`config.mk`:
```
export PLATFORM = sky130hd
export DESIGN_NAME = muldiv_unit
export DESIGN_NICKNAME = d
export VERILOG_FILES = /design/src/rtl/muldiv_pkg.sv /design/src/rtl/muldiv_datapath.sv /design/src/rtl/muldiv_unit.sv
export SDC_FILE = /design/constraint.sdc
export NUM_CORES = 1
export LEC_CHECK = 0
export CAP_MARGIN = 10
export CORE_MARGIN = 2
export CORE_UTILIZATION = 50
export DETAILED_ROUTE_END_ITERATION = 12
export PLACE_DENSITY = 0.7
export SLEW_MARGIN = 25
export SYNTH_ARGS = -nofsm -noshare
export SYNTH_HDL_FRONTEND = slang
export SYNTH_SLANG_ARGS = --single-unit
```
`constraint.sdc`:
```
create_clock -name clock -period 6 [get_ports clock]
set_input_delay 1.5 -clock clock [delete_from_list [all_inputs] [get_ports clock]]
set_output_delay 1.5 -clock clock [all_outputs]
set_load 0.05 [all_outputs]
```
`src/rtl/muldiv_pkg.sv`:
```
// Shared encodings for the iterative RV32M multiply/divide unit: funct3 op codes,
// FSM state encoding and the forced results for divide-by-zero / signed overflow.
package muldiv_pkg;

  localparam int XLEN = 32;

  localparam logic [2:0] OP_MUL    = 3'b000;
  localparam logic [2:0] OP_MULH   = 3'b001;
  localparam logic [2:0] OP_MULHSU = 3'b010;
  localparam logic [2:0] OP_MULHU  = 3'b011;
  localparam logic [2:0] OP_DIV    = 3'b100;
  localparam logic [2:0] OP_DIVU   = 3'b101;
  localparam logic [2:0] OP_REM    = 3'b110;
  localparam logic [2:0] OP_REMU   = 3'b111;

  typedef enum logic [1:0] {
    ST_IDLE = 2'd0,
    ST_PREP = 2'd1,
    ST_CALC = 2'd2,
    ST_FIN  = 2'd3
  } state_t;

  // INT_MIN doubles as the overflow dividend pattern and the overflow quotient.
  localparam logic [XLEN-1:0] INT_MIN       = {1'b1, {(XLEN-1){1'b0}}};
  localparam logic [XLEN-1:0] DIV0_QUOTIENT = {XLEN{1'b1}};
  localparam logic [XLEN-1:0] OVF_REMAINDER = {XLEN{1'b0}};

endpackage

```
`src/rtl/muldiv_datapath.sv`:
```
// Operand capture, magnitude/sign preparation, shift-add / restoring shift-subtract
// iteration and final sign fix. MULDIV_EARLY_OUT_EN enables the special-case early_out flag.
module muldiv_datapath
  import muldiv_pkg::*;
#(
  parameter int WIDTH = XLEN
) (
  input  logic             clock,
  input  logic             resetN,
  input  logic             load,
  input  logic             prep,
  input  logic             step,
  input  logic             finish,
  input  logic [2:0]       op,
  input  logic [WIDTH-1:0] operand_a,
  input  logic [WIDTH-1:0] operand_b,
  output logic             early_out,
  output logic [WIDTH-1:0] result
);

  function automatic logic [WIDTH-1:0] fix_w(input logic neg, input logic [WIDTH-1:0] v);
    return neg ? (~v + 1'b1) : v;
  endfunction

  function automatic logic [2*WIDTH-1:0] fix_2w(input logic neg, input logic [2*WIDTH-1:0] v);
    return neg ? (~v + 1'b1) : v;
  endfunction

  logic signed [WIDTH-1:0] a_q, a_d, b_q, b_d;
  logic [WIDTH-1:0]        mcand_q, mcand_d;
  logic [2*WIDTH-1:0]      acc_q, acc_d;
  logic                    neg_q, neg_d, neg_rem_q, neg_rem_d;
  logic                    div0_q, div0_d, ovf_q, ovf_d;
  logic [WIDTH-1:0]        result_q, result_d;

  logic                    a_sgn, b_sgn, a_neg, b_neg, div0, ovf;
  logic [WIDTH:0]          mul_sum, div_shift, div_diff;
  logic [2*WIDTH-1:0]      prod;
  logic [WIDTH-1:0]        quo, rem, sel;

  always_comb begin
    a_sgn = (op == OP_MULH) || (op == OP_MULHSU) || (op == OP_DIV) || (op == OP_REM);
    b_sgn = (op == OP_MULH) || (op == OP_DIV) || (op == OP_REM);
    a_neg = a_sgn && a_q[WIDTH-1];
    b_neg = b_sgn && b_q[WIDTH-1];
    div0  = op[2] && (b_q == '0);
    ovf   = ((op == OP_DIV) || (op == OP_REM)) && (a_q == WIDTH'(INT_MIN)) && (b_q == '1);

    mul_sum   = {1'b0, acc_q[2*WIDTH-1:WIDTH]} + (acc_q[0] ? {1'b0, mcand_q} : '0);
    div_shift = acc_q[2*WIDTH-1:WIDTH-1];
    div_diff  = div_shift - {1'b0, mcand_q};

    prod = fix_2w(neg_q, acc_q);
    quo  = fix_w(neg_q, acc_q[WIDTH-1:0]);
    rem  = fix_w(neg_rem_q, acc_q[2*WIDTH-1:WIDTH]);

    case (op)
      OP_MUL:                   sel = prod[WIDTH-1:0];
      OP_MULH, OP_MULHSU,
      OP_MULHU:                 sel = prod[2*WIDTH-1:WIDTH];
      OP_DIV, OP_DIVU:          sel = div0 ? WIDTH'(DIV0_QUOTIENT) : (ovf ? WIDTH'(INT_MIN) : quo);
      default:                  sel = div0 ? a_q : (ovf ? WIDTH'(OVF_REMAINDER) : rem);
    endcase
  end

  always_comb begin
    a_d       = a_q;
    b_d       = b_q;
    mcand_d   = mcand_q;
    acc_d     = acc_q;
    neg_d     = neg_q;
    neg_rem_d = neg_rem_q;
    div0_d    = div0_q;
    ovf_d     = ovf_q;
    result_d  = result_q;

    if (load) begin
      a_d = operand_a;
      b_d = operand_b;
    end
    if (prep) begin
      acc_d     = {{WIDTH{1'b0}}, fix_w(a_neg, a_q)};
      mcand_d   = fix_w(b_neg, b_q);
      neg_d     = a_neg ^ b_neg;
      neg_rem_d = a_neg;
      div0_d    = div0;
      ovf_d     = ovf;
    end
    if (step) begin
      if (op[2]) begin
        if (div_diff[WIDTH]) acc_d = {div_shift[WIDTH-1:0], acc_q[WIDTH-2:0], 1'b0};
        else                 acc_d = {div_diff[WIDTH-1:0], acc_q[WIDTH-2:0], 1'b1};
      end else begin
        acc_d = {mul_sum, acc_q[WIDTH-1:1]};
      end
    end
    if (finish) result_d = sel;
  end

`ifdef MULDIV_EARLY_OUT_EN
  assign early_out = div0 | ovf;
`else
  assign early_out = 1'b0;
`endif

  // iteration registers
  always_ff @(posedge clock) begin
    a_q       <= a_d;
    b_q       <= b_d;
    mcand_q   <= mcand_d;
    acc_q     <= acc_d;
    neg_q     <= neg_d;
    neg_rem_q <= neg_rem_d;
    div0_q    <= div0_d;
    ovf_q     <= ovf_d;
  end

  // architectural result
  always_ff @(posedge clock or negedge resetN) begin
    if (!resetN) result_q <= '0;
    else         result_q <= result_d;
  end

  assign result = result_q;

endmodule

```
`src/rtl/muldiv_unit.sv`:
```
// Iterative RV32M multiply/divide unit: start/busy handshake, IDLE/PREP/CALC/FIN FSM and
// register-file write-back. MULDIV_EARLY_OUT_EN lets special divides skip CALC.
module muldiv_unit
  import muldiv_pkg::*;
#(
  parameter int WIDTH = XLEN
) (
  input  logic             clock,
  input  logic             resetN,
  input  logic             start,
  input  logic             flush,
  input  logic [2:0]       op,
  input  logic [WIDTH-1:0] operandA,
  input  logic [WIDTH-1:0] operandB,
  input  logic [4:0]       destReg,
  output logic             busy,
  output logic             done,
  output logic [WIDTH-1:0] result,
  output logic [4:0]       writeRegId,
  output logic             regWrite
);

  localparam logic [5:0] LAST_STEP = 6'(WIDTH - 1);

  state_t     state_q, state_d;
  logic [5:0] cnt_q, cnt_d;
  logic [2:0] op_q, op_d;
  logic [4:0] rd_q, rd_d;
  logic       done_q, done_d;
  logic       load, prep, step, finish, early_out;

  always_comb begin
    state_d = state_q;
    cnt_d   = cnt_q;
    op_d    = op_q;
    rd_d    = rd_q;
    done_d  = 1'b0;
    load    = 1'b0;
    prep    = 1'b0;
    step    = 1'b0;
    finish  = 1'b0;

    case (state_q)
      ST_IDLE: begin
        if (start && !flush) begin
          load    = 1'b1;
          op_d    = op;
          rd_d    = destReg;
          state_d = ST_PREP;
        end
      end
      ST_PREP: begin
        prep    = 1'b1;
        cnt_d   = '0;
        state_d = early_out ? ST_FIN : ST_CALC;
      end
      ST_CALC: begin
        step = 1'b1;
        if (cnt_q == LAST_STEP) state_d = ST_FIN;
        else                    cnt_d   = cnt_q + 6'd1;
      end
      ST_FIN: begin
        finish  = 1'b1;
        done_d  = 1'b1;
        state_d = ST_IDLE;
      end
      default: state_d = ST_IDLE;
    endcase

    // A flush abandons the operation without touching the architectural result.
    if (flush && (state_q != ST_IDLE)) begin
      state_d = ST_IDLE;
      done_d  = 1'b0;
      finish  = 1'b0;
    end
  end

  always_ff @(posedge clock or negedge resetN) begin
    if (!resetN) begin
      state_q <= ST_IDLE;
      cnt_q   <= '0;
      op_q    <= OP_MUL;
      rd_q    <= '0;
      done_q  <= 1'b0;
    end else begin
      state_q <= state_d;
      cnt_q   <= cnt_d;
      op_q    <= op_d;
      rd_q    <= rd_d;
      done_q  <= done_d;
    end
  end

  muldiv_datapath #(.WIDTH(WIDTH)) u_datapath (
    .clock     (clock),
    .resetN    (resetN),
    .load      (load),
    .prep      (prep),
    .step      (step),
    .finish    (finish),
    .op        (op_q),
    .operand_a (operandA),
    .operand_b (operandB),
    .early_out (early_out),
    .result    (result)
  );

  assign busy       = (state_q != ST_IDLE);
  assign done       = done_q;
  assign writeRegId = rd_q;
  assign regWrite   = done_q && (rd_q != 5'd0);

endmodule

```
==> out/summary.txt, run 1 <==
sw frac: 0.502
R2R cell count: 10
Clk Tree Root Cell: clkbuf_16
power per cell area: 669 mW/mm²
CTS tree: yes
Syn Nets: 1,981
ratio of cells with drive above 1 in the final layout: 0.0491
Post-Place Cell Area: 0.0177 mm²
Int Power: 0.00617 W
leakage: 7.14 nW
top cells by area, synth: edfxtp_1 30%, dfrtp_1 7.6%, xnor2_1 6.1%
Max Clock Freq: 230 MHz
final setup fails: 0
launch point of the worst path: u_datapath.acc_q[43]
dpl hpwl: 37.3 mm
minimum clock period: 4.34 ns
RSZ-0062 raised after global routing: false
Starting Density: 0.511
design area: 0.0185 mm²
Post-Syn Area per Cell: 8.86 µm²
clk_skew: 0.0287 ns
initial antenna violation count: 1
CP Max Fanout: 21
All-Layer GR Usage: 0.296
Via Count: 14,700
period utilisation layout: 0.723
Worst-Skew Late Latency: 0.57 ns
final RePlAce weighted congestion: 1.00
max layer used: met4
Die W: 184 µm
#FFs+latches synth: 211
Num CTS Buffers: 26
Detailed Route WL: 50.5 mm
critical path endpoint category: register
VDD IR-drop max: 0.000332 V
Max Slew Vio Count: 0
Final nets: 2,047
drt via density: 6.35
status: finished, final reports clean
first-pass GRT wire length: 78.1 mm
Combinational Power Share: 0.614
Critical Path Sink: u_datapath.acc_q[59]
io pins: 116
CTS Hold Bufs: 0
Post CTS Setup Buffer Count: 0
asr flop ratio synth: 0.232
ys flop type: edfxtp_1
Core Region: 0.0317 mm²
CTS Buffer Depth: 3
Sw Pwr: 0.00622 W
Reg-to-Reg End: u_datapath.acc_q[59]
Ant. Diodes: 0
setup TNS: 0 ns
Syn-to-layout area delta: 14.2%
worst min-delay path category: reg2reg
Yosys top cell area share: 0.300
R2R Setup Slk: 1.66 ns
dominant cell type by area after synthesis: edfxtp_1
met2 wire len: 23.6 mm
Post-synth EDFFs: 162
DRC Markers: 0
port bufs: 115
initial DRC count: 1,239
clock slew at reported path FFs: 0.06 ns
Hold Violations, Final: 0
critical path data arrival time: 4.63 ns
DR WL/cell: 21.8 µm
Syn. warnings: 0
Cells after Synth: 1,829
antenna-violating nets left: 0
CTS sink count: 211
library cells used by synthesis: 74
Hold Crit Depth: 2
worst-margin pin slew: 1.03 ns
sequential cell area: 0.00609 mm²
met1 wire length: 21.3 mm
post_cts resized: 0
Overflow after GRT: 0
Die Y: 184 µm
Startpoint Class: register
MaxCap Viol Count: 0
die area: 0.0339 mm²
H-tree lvl count: 1
Mapped Area: 0.0162 mm²
Multi-input gate area: 0.00944 mm²
crit path kind: reg2reg
clock network power share: 0.123
Rows: 65
worst flop-to-flop path startpoint: u_datapath.acc_q[43]
vias in the first global route: 14,000
WP data required: 6.29 ns
pin count of the biggest net entering global routing: 77
Seq/Total Area, Yosys: 0.376
Seq pwr share: 0.263
routed length on met3: 3.64 mm
Filler Cell Count: 2,870
total iterations of the first detailed-routing run: 5
Worst slew margin: 0.315
==> synthesized netlist by cell type, drive strengths merged (27+ instances only) <==
cell	n
a21o	36
a21oi	152
inv	77
or3	27
nor3	34
edfxtp	162
nor2	192
xor2	83
nand2	151
clkbuf	86
mux2i	41
dfrtp	49
o21ai	121
ha	74
xnor2	113
nand3	35
o31ai	32
==> layout by cell type, fill, tap and decap left out, types with 7 or more instances in the layout <==
master / synthesis / layout
a221oi_1: 18 / 18
dfrtp_1: 49 / 48
nor2_1: 192 / 192
a31oi_1: 19 / 18
xnor2_1: 113 / 113
o21ai_1: 9 / 9
edfxtp_1: 162 / 162
a211oi_1: 17 / 16
clkbuf_16: 0 / 26
o221ai_1: 11 / 11
nand3_1: 35 / 35
nor4_1: 20 / 20
a22oi_1: 11 / 11
clkbuf_1: 86 / 7
xor2_1: 83 / 83
o41ai_1: 11 / 11
o21ai_0: 111 / 110
and2_1: 8 / 8
and3_1: 8 / 8
a21oi_1: 152 / 152
o31ai_1: 32 / 32
ha_1: 74 / 72
a311oi_1: 10 / 10
o21bai_1: 7 / 7
or4_1: 15 / 15
nand2_1: 151 / 151
inv_1: 77 / 76
mux2i_1: 41 / 41
o21a_1: 15 / 15
nor2b_1: 18 / 18
nand4_1: 26 / 26
nor3_1: 34 / 33
a21o_1: 36 / 36
clkdlybuf4s50_1: 0 / 114
o211ai_1: 14 / 14
buf_4: 1 / 26
o22ai_1: 12 / 12
o22a_1: 13 / 13
or3_1: 27 / 27
nand2b_1: 17 / 17
==> critical path, stage by stage (launching register included) <==
cell	delay [ns]
edfxtp_1	0.56
ha_1	0.45
a21oi_1	0.47
nand3_1	0.15
a41oi_1	0.22
nand2_1	0.14
a2111oi_0	0.67
a211o_1	0.77
buf_4	0.28
nor2_1	0.04
o311a_1	0.29
==> worst min-delay path by stage <==
stage | from | endpoint | slack (ns)
after global placement | u_datapath.result[18] | u_datapath.result[18] | 0.46
final | u_datapath.result[18] | u_datapath.result[18] | 0.49
after global routing | u_datapath.result[18] | u_datapath.result[18] | 0.51
after detailed placement | u_datapath.result[18] | u_datapath.result[18] | 0.49
after floorplan | cnt_q[0] | cnt_q[0] | 0.49
after CTS | u_datapath.result[18] | u_datapath.result[18] | 0.50
==> stage by stage <==
stage	power [W]	cells	util	hold slack (ns)	worst slack [ns]
after floorplan	0.00853	1829	-	0.488	1.72
after global placement	0.0106	2268	0.557	0.462	1.93
after detailed placement	0.0107	2268	0.557	0.485	1.78
after CTS	0.0122	2315	0.582	0.497	1.74
after global routing	0.0132	2316	0.583	0.513	1.24
final	0.0124	2316	0.583	0.491	1.66
==> layer usage <==
| metal | vias to the layer above | track usage |
|---|---|---|
| met5 | - | 0 |
| met4 | 0 | 0.107 |
| met3 | 126 | 0.0390 |
| met2 | 669 | 0.497 |
| met1 | 7046 | 0.391 |
| li1 | 6864 | - |
==> logic make-up (layout without fill, tap and decap cells) <==
logic type	count (synthesis)	count (layout)	share of synthesized area
DFF	211	211	0.376
AOI/OAI and AO/OA	534	534	0.212
buffers and inverters	182	267	0.0431
muxes	47	47	0.0295
adders and majority gates	76	76	0.0596
xor gates and xnor gates	196	196	0.106
and+or+nand+nor	583	583	0.174
==> power groups by stage <==
stage          Clock, W  Combinational (W)  Sequential [W]
5_1_grt         0.00160            0.00829         0.00330
4_1_cts         0.00155            0.00746         0.00323
3_3_place_gp          0            0.00737         0.00324
2_1_floorplan         0            0.00536         0.00317
6_report        0.00152            0.00761         0.00325
3_5_place_dp          0            0.00743         0.00325
==> registers in the layout, summed over array words and instances (netlist names) <==
name and count:
state_q 2, u_datapath.mcand_q 32, done 1, u_datapath.acc_q 64, writeRegId 5, u_datapath.neg_q 1, u_datapath.neg_rem_q 1, u_datapath.result 32
op_q 3, cnt_q 6, u_datapath.a_q 32, u_datapath.b_q 32
==> final cells by class <==
class                      instances  share of cell area
multi-input combinational       1436               0.510
sequential                       211               0.329
timing repair buffer             142              0.0733
clock buffer                      33              0.0366
tap                              402              0.0272
inverter                          78              0.0158
clock inverter                    14             0.00744
(Power assumes the default switching activity.)
==> inputs of run 2 (changes only) <==
--- a/config.mk
+++ b/config.mk
@@ -9,7 +9,7 @@
 export CORE_MARGIN = 2
 export CORE_UTILIZATION = 50
 export DETAILED_ROUTE_END_ITERATION = 12
-export PLACE_DENSITY = 0.7
+export PLACE_DENSITY = 0.72
 export SLEW_MARGIN = 25
 export SYNTH_ARGS = -nofsm -noshare
 export SYNTH_HDL_FRONTEND = slang
==> constraint.sdc (replaced) <==
create_clock -name clock -period 3.9 [get_ports clock]
set_input_delay 0.975 -clock clock [delete_from_list [all_inputs] [get_ports clock]]
set_output_delay 0.975 -clock clock [all_outputs]
set_load 0.05 [all_outputs]
==> out/summary.txt, run 2 (synthesized netlist as in run 1, its figures left out) <==
status: finished, final reports clean
setup TNS: 0 ns
clk_skew: 0.00907 ns
first-pass GRT wire length: 79.6 mm
Clk Tree Root Cell: clkbuf_16
Hold Violations, Final: 0
total iterations of the first detailed-routing run: 7
Reg with most FFs: u_datapath.acc_q
Max Clock Freq: 265 MHz
Final nets: 2,100
Post CTS Setup Buffer Count: 0
post-placement cell count: 2,323
CTS tree: yes
Multi-input gate area: 0.00944 mm²
Die W: 184 µm
Detailed Route WL: 51.4 mm
final RePlAce weighted congestion: 0.960
ratio of cells with drive above 1 in the final layout: 0.0768
MaxCap Viol Count: 0
R2R cell count: 12
Max Slew Vio Count: 0
Die Y: 184 µm
sequential cell area: 0.00609 mm²
VDD IR-drop max: 0.000491 V
initial antenna violation count: 0
leakage: 7.41 nW
Via Count: 14,900
power per cell area: 1020 mW/mm²
io pins: 116
minimum clock period: 3.78 ns
DRC Markers: 0
fin cells: 2,368
dpl hpwl: 37.9 mm
crit path kind: reg2reg
Syn-to-layout area delta: 16.6%
Filler Cell Count: 2,803
RSZ-0062 raised after global routing: false
Worst slew margin: 0.329
Num CTS Buffers: 25
Hold WS: 0.411 ns
antenna-violating nets left: 0
pin count of the biggest net entering global routing: 76
worst min-delay path category: in2async
CP Max Fanout: 6
All-Layer GR Usage: 0.301
clock slew at reported path FFs: 0.06 ns
R2R Setup Slk: 0.12 ns
vias in the first global route: 14,500
Ant. Diodes: 0
Total Power: 0.0193 W
H-tree lvl count: 1
commonest non-fill, non-tap cell in the layout: nor2_1
CTS sink count: 211
period utilisation layout: 0.969
Core Region: 0.0317 mm²
max FFs per register: 64
Overflow after GRT: 0
initial DRC count: 1,623
final setup fails: 0
most frequent cells in the layout: 192 x nor2_1, 162 x edfxtp_1, 151 x nand2_1, 151 x a21oi_1, 114 x clkdlybuf4s50_1
worst-margin pin slew: 1.01 ns
worst flop-to-flop path startpoint: u_datapath.b_q[0]
drt via density: 6.30
WP data required: 4.37 ns
Rows: 65
critical path endpoint category: register
critical path data arrival time: 4.24 ns
Worst-Skew Late Latency: 0.55 ns
CTS Buffer Depth: 3
Starting Density: 0.511
Reg-to-Reg End: u_datapath.result[24]
DR WL/cell: 21.7 µm
port bufs: 115
die area: 0.0339 mm²
Startpoint Class: register
==> run 2: worst max path at each step <==
stage / startpoint / end / slack, ns / cells past startpoint
floorplan: flush / u_datapath.a_q[0] / 0.15 / 4
global placement: u_datapath.acc_q[0] / u_datapath.acc_q[63] / 0.29 / 13
detailed placement: u_datapath.b_q[0] / u_datapath.result[24] / 0.25 / 12
CTS: u_datapath.b_q[0] / u_datapath.result[24] / 0.22 / 12
global route: u_datapath.b_q[0] / u_datapath.result[24] / 0.04 / 12
finish: u_datapath.b_q[0] / u_datapath.result[24] / 0.12 / 12
==> run 2: per-stage QoR <==
| stage | cell area, µm² | setup WS [ns] | util |
|---|---|---|---|
| 5_1_grt | 18900 | 0.0374 | 0.596 |
| 6_report | 18900 | 0.121 | 0.596 |
| 3_5_place_dp | 18100 | 0.254 | 0.571 |
| 3_3_place_gp | 18100 | 0.286 | 0.571 |
| 2_1_floorplan | 16200 | 0.149 | - |
| 4_1_cts | 18900 | 0.219 | 0.596 |
==> run 2: power by group <==
group | internal, W | switching, W
Combinational | 0.00486 | 0.00752
Clock | 0.00127 | 0.000971
Sequential | 0.00360 | 0.00108
==> run 2: layout make-up <==
cell class                 instances  share of cell area
clock buffer                      32              0.0372
tap                              402              0.0266
timing repair buffer             196              0.0950
sequential                       211               0.322
multi-input combinational       1436               0.499
inverter                          78              0.0155
clock inverter                    13             0.00391
==> run 2: worst max-delay path, cell delays in order (launching register included) <==
cell and delay (ns):
edfxtp_1 0.46, inv_1 0.10, ha_1 0.16, or3b_1 0.45, nor4_4 0.45, nand4_1 0.32, nor4_4 0.54, buf_4 0.25
nand2b_1 0.31, nor2_1 0.23, o21ai_0 0.13, a21oi_1 0.09, nor3_1 0.20
==> run 2: what timing repair did <==
item                       in CTS  in global routing
setup endpoints to repair       0                  4
hold buffers                    0                  0
resized for setup               0                  3
==> run 2: per-layer routing <==
metal	up-vias	part of all wire	track usage	wire length [µm]
met5	-	0	0	0
met4	0	0.046	0.132	2360
met3	156	0.079	0.0380	4050
met2	763	0.46	0.501	23800
met1	7010	0.41	0.396	21100
li1	6979	-	-	-
==> inputs of run 3 (changes only) <==
--- a/config.mk
+++ b/config.mk
@@ -5,11 +5,11 @@
 export SDC_FILE = /design/constraint.sdc
 export NUM_CORES = 1
 export LEC_CHECK = 0
+export ABC_AREA = 1
 export CAP_MARGIN = 10
-export CORE_MARGIN = 2
 export CORE_UTILIZATION = 50
 export DETAILED_ROUTE_END_ITERATION = 12
-export PLACE_DENSITY = 0.72
+export PLACE_DENSITY = 0.71
 export SLEW_MARGIN = 25
 export SYNTH_ARGS = -nofsm -noshare
 export SYNTH_HDL_FRONTEND = slang
==> out/summary.txt, run 3 <==
Overflow after GRT: 0
WP data required: 4.21 ns
DR WL/cell: 21.3 µm
Worst path slowest cell: edfxtp_1
total iterations of the first detailed-routing run: 7
setup TNS: 0 ns
clk_skew: 0.0236 ns
Via Count: 21,400
Worst-Skew Late Latency: 0.57 ns
post_cts resized: 0
Max Slew Vio Count: 0
dominant delay contributor by cell family on the critical path: simple AND/OR/NAND/NOR gates
ys flop type: edfxtp_1
top cells by area, synth: edfxtp_1 25%, nand2_1 19%, inv_1 8.0%
leakage: 10.5 nW
critical path data arrival time: 3.81 ns
Detailed Route WL: 78.9 mm
CTS Hold Bufs: 0
drt via density: 5.79
status: finished, final reports clean
initial DRC count: 2,795
dpl hpwl: 62.5 mm
io pins: 116
Post-Syn Area per Cell: 6.34 µm²
Die Y: 200 µm
fin cells: 3,707
worst-margin pin slew: 1.06 ns
Worst slew margin: 0.294
CTS sink count: 211
Starting Density: 0.506
clock slew at reported path FFs: 0.06 ns
pin count of the biggest net entering global routing: 101
Seq/Total Area, Yosys: 0.312
critical path endpoint category: register
Core Region: 0.0386 mm²
CP dominant cell by count: nand2_1
Syn Nets: 3,236
ratio of cells with drive above 1 in the final layout: 0.0423
first-pass GRT wire length: 117 mm
VDD IR-drop max: 0.000741 V
asr flop ratio synth: 0.232
CTS tree: yes
RSZ-0062 raised after global routing: false
#FFs+latches synth: 211
Reg with most FFs: u_datapath.acc_q
Syn. warnings: 0
Post CTS Setup Buffer Count: 0
Post-synth EDFFs: 162
period utilisation layout: 0.897
dominant cell type by area after synthesis: edfxtp_1
Startpoint Class: register
power per cell area: 987 mW/mm²
final RePlAce weighted congestion: 1.12
Post-synth top cells: 1,003 x nand2_1, 417 x inv_1, 359 x nor2_1, 286 x nand3_1, 175 x a21oi_1
most frequent cells in the layout: 1,003 x nand2_1, 417 x inv_1, 358 x nor2_1, 286 x nand3_1, 175 x a21oi_1
minimum clock period: 3.50 ns
Mapped Area: 0.0196 mm²
final setup fails: 0
Max Clock Freq: 286 MHz
Hold Violations, Final: 0
port bufs: 115
die area: 0.0399 mm²
Cells after Synth: 3,084
most frequent cell after synthesis: nand2_1
Num CTS Buffers: 25
commonest non-fill, non-tap cell in the layout: nand2_1
initial antenna violation count: 2
MaxCap Viol Count: 0
antenna-violating nets left: 0
worst path cell trace: inv_1 > fa_1 > inv_1 > nand2_1 > nand2_1 > nand3_1 > nand2_1 > nand2_1 > nand2_1 > nand2_1 > nand2_1 > nand2_1 > nand2_4 > o21ai_0 > o21ai_1 > inv_1
max FFs per register: 64
CP Max Fanout: 28
Die W: 200 µm
CP peak stage delay: 0.60 ns
Yosys top cell area share: 0.249
post-placement cell count: 3,660
DRC Markers: 0
Syn-to-layout area delta: 12.6%
Final nets: 3,321
vias in the first global route: 19,600
sequential cell area: 0.00609 mm²
CTS Buffer Depth: 3
crit path kind: reg2reg
worst min-delay path category: reg2reg
H-tree lvl count: 1
Clk Tree Root Cell: clkbuf_16
library cells used by synthesis: 54
Multi-input gate area: 0.0114 mm²
Rows: 72
WP buf/inv: 3
All-Layer GR Usage: 0.394
Filler Cell Count: 3,773
run 3: worst paths after layout:
kind | start | slack (ns) | end | cells past startpoint
worst min-delay path | u_datapath.result[26] | 0.48 | u_datapath.result[26] | 2
max in group asynchronous | resetN | 2.63 | u_datapath.result[28] | 2
worst min register to register | u_datapath.result[26] | 0.48 | u_datapath.result[26] | 2
worst max-delay path | u_datapath.acc_q[32] | 0.40 | u_datapath.acc_q[32] | 16
min in group asynchronous | resetN | 0.54 | u_datapath.result[11] | 1
worst max register to register | u_datapath.acc_q[32] | 0.40 | u_datapath.acc_q[32] | 16
run 3: tightest hold or removal path, stage by stage, from the launching register on:
cell	delay (ns)
dfrtp_1	0.34
nand2_1	0.05
nand2_1	0.05
run 3: per-layer routing:
metal	up-vias	GRT usage	part of all wire
met4	2	0.142	0.040
met5	-	0	0.00015
met2	1309	0.571	0.40
li1	10100	-	-
met3	184	0.0995	0.12
met1	9833	0.562	0.43
run 3: per-stage QoR:
step                power, W  hold WS (ns)  setup slack, ns   util  cell area (µm²)
floorplan             0.0141         0.487            0.280      -            19600
global placement      0.0185         0.463            0.375  0.548            21200
detailed placement    0.0187         0.471            0.457  0.548            21200
CTS                   0.0212         0.488            0.447  0.570            22000
global route          0.0232         0.507            0.207  0.570            22000
finish                0.0217         0.481            0.403  0.570            22000
run 3: area by class of cell:
class / instances / area share
Antenna cell: 1 / 0.000114
Clock buffer: 29 / 0.0295
Clock inverter: 17 / 0.00886
Inverter: 436 / 0.0743
Multi-Input combinational cell: 2355 / 0.520
Sequential cell: 211 / 0.277
Tap cell: 518 / 0.0294
Timing Repair Buffer: 140 / 0.0611
run 3: cells by family (layout without fill, tap and decap cells):
kind of cell             Yosys count  after routing  synth area share
AND/OR/NAND/NOR                 1811           1811             0.392
buffers and inverters            518            622             0.103
AO/OA/AOI/OAI                    377            377             0.103
flip-flops                       211            211             0.312
XOR/XNOR                          91             91            0.0408
adder cells (fa/ha/maj)           76             76            0.0494
other                              0              1                 0
run 3: power by group:
part | internal, W | switching (W)
Clock | 0.00146 | 0.00101
Combinational | 0.00421 | 0.0102
Sequential | 0.00362 | 0.00123
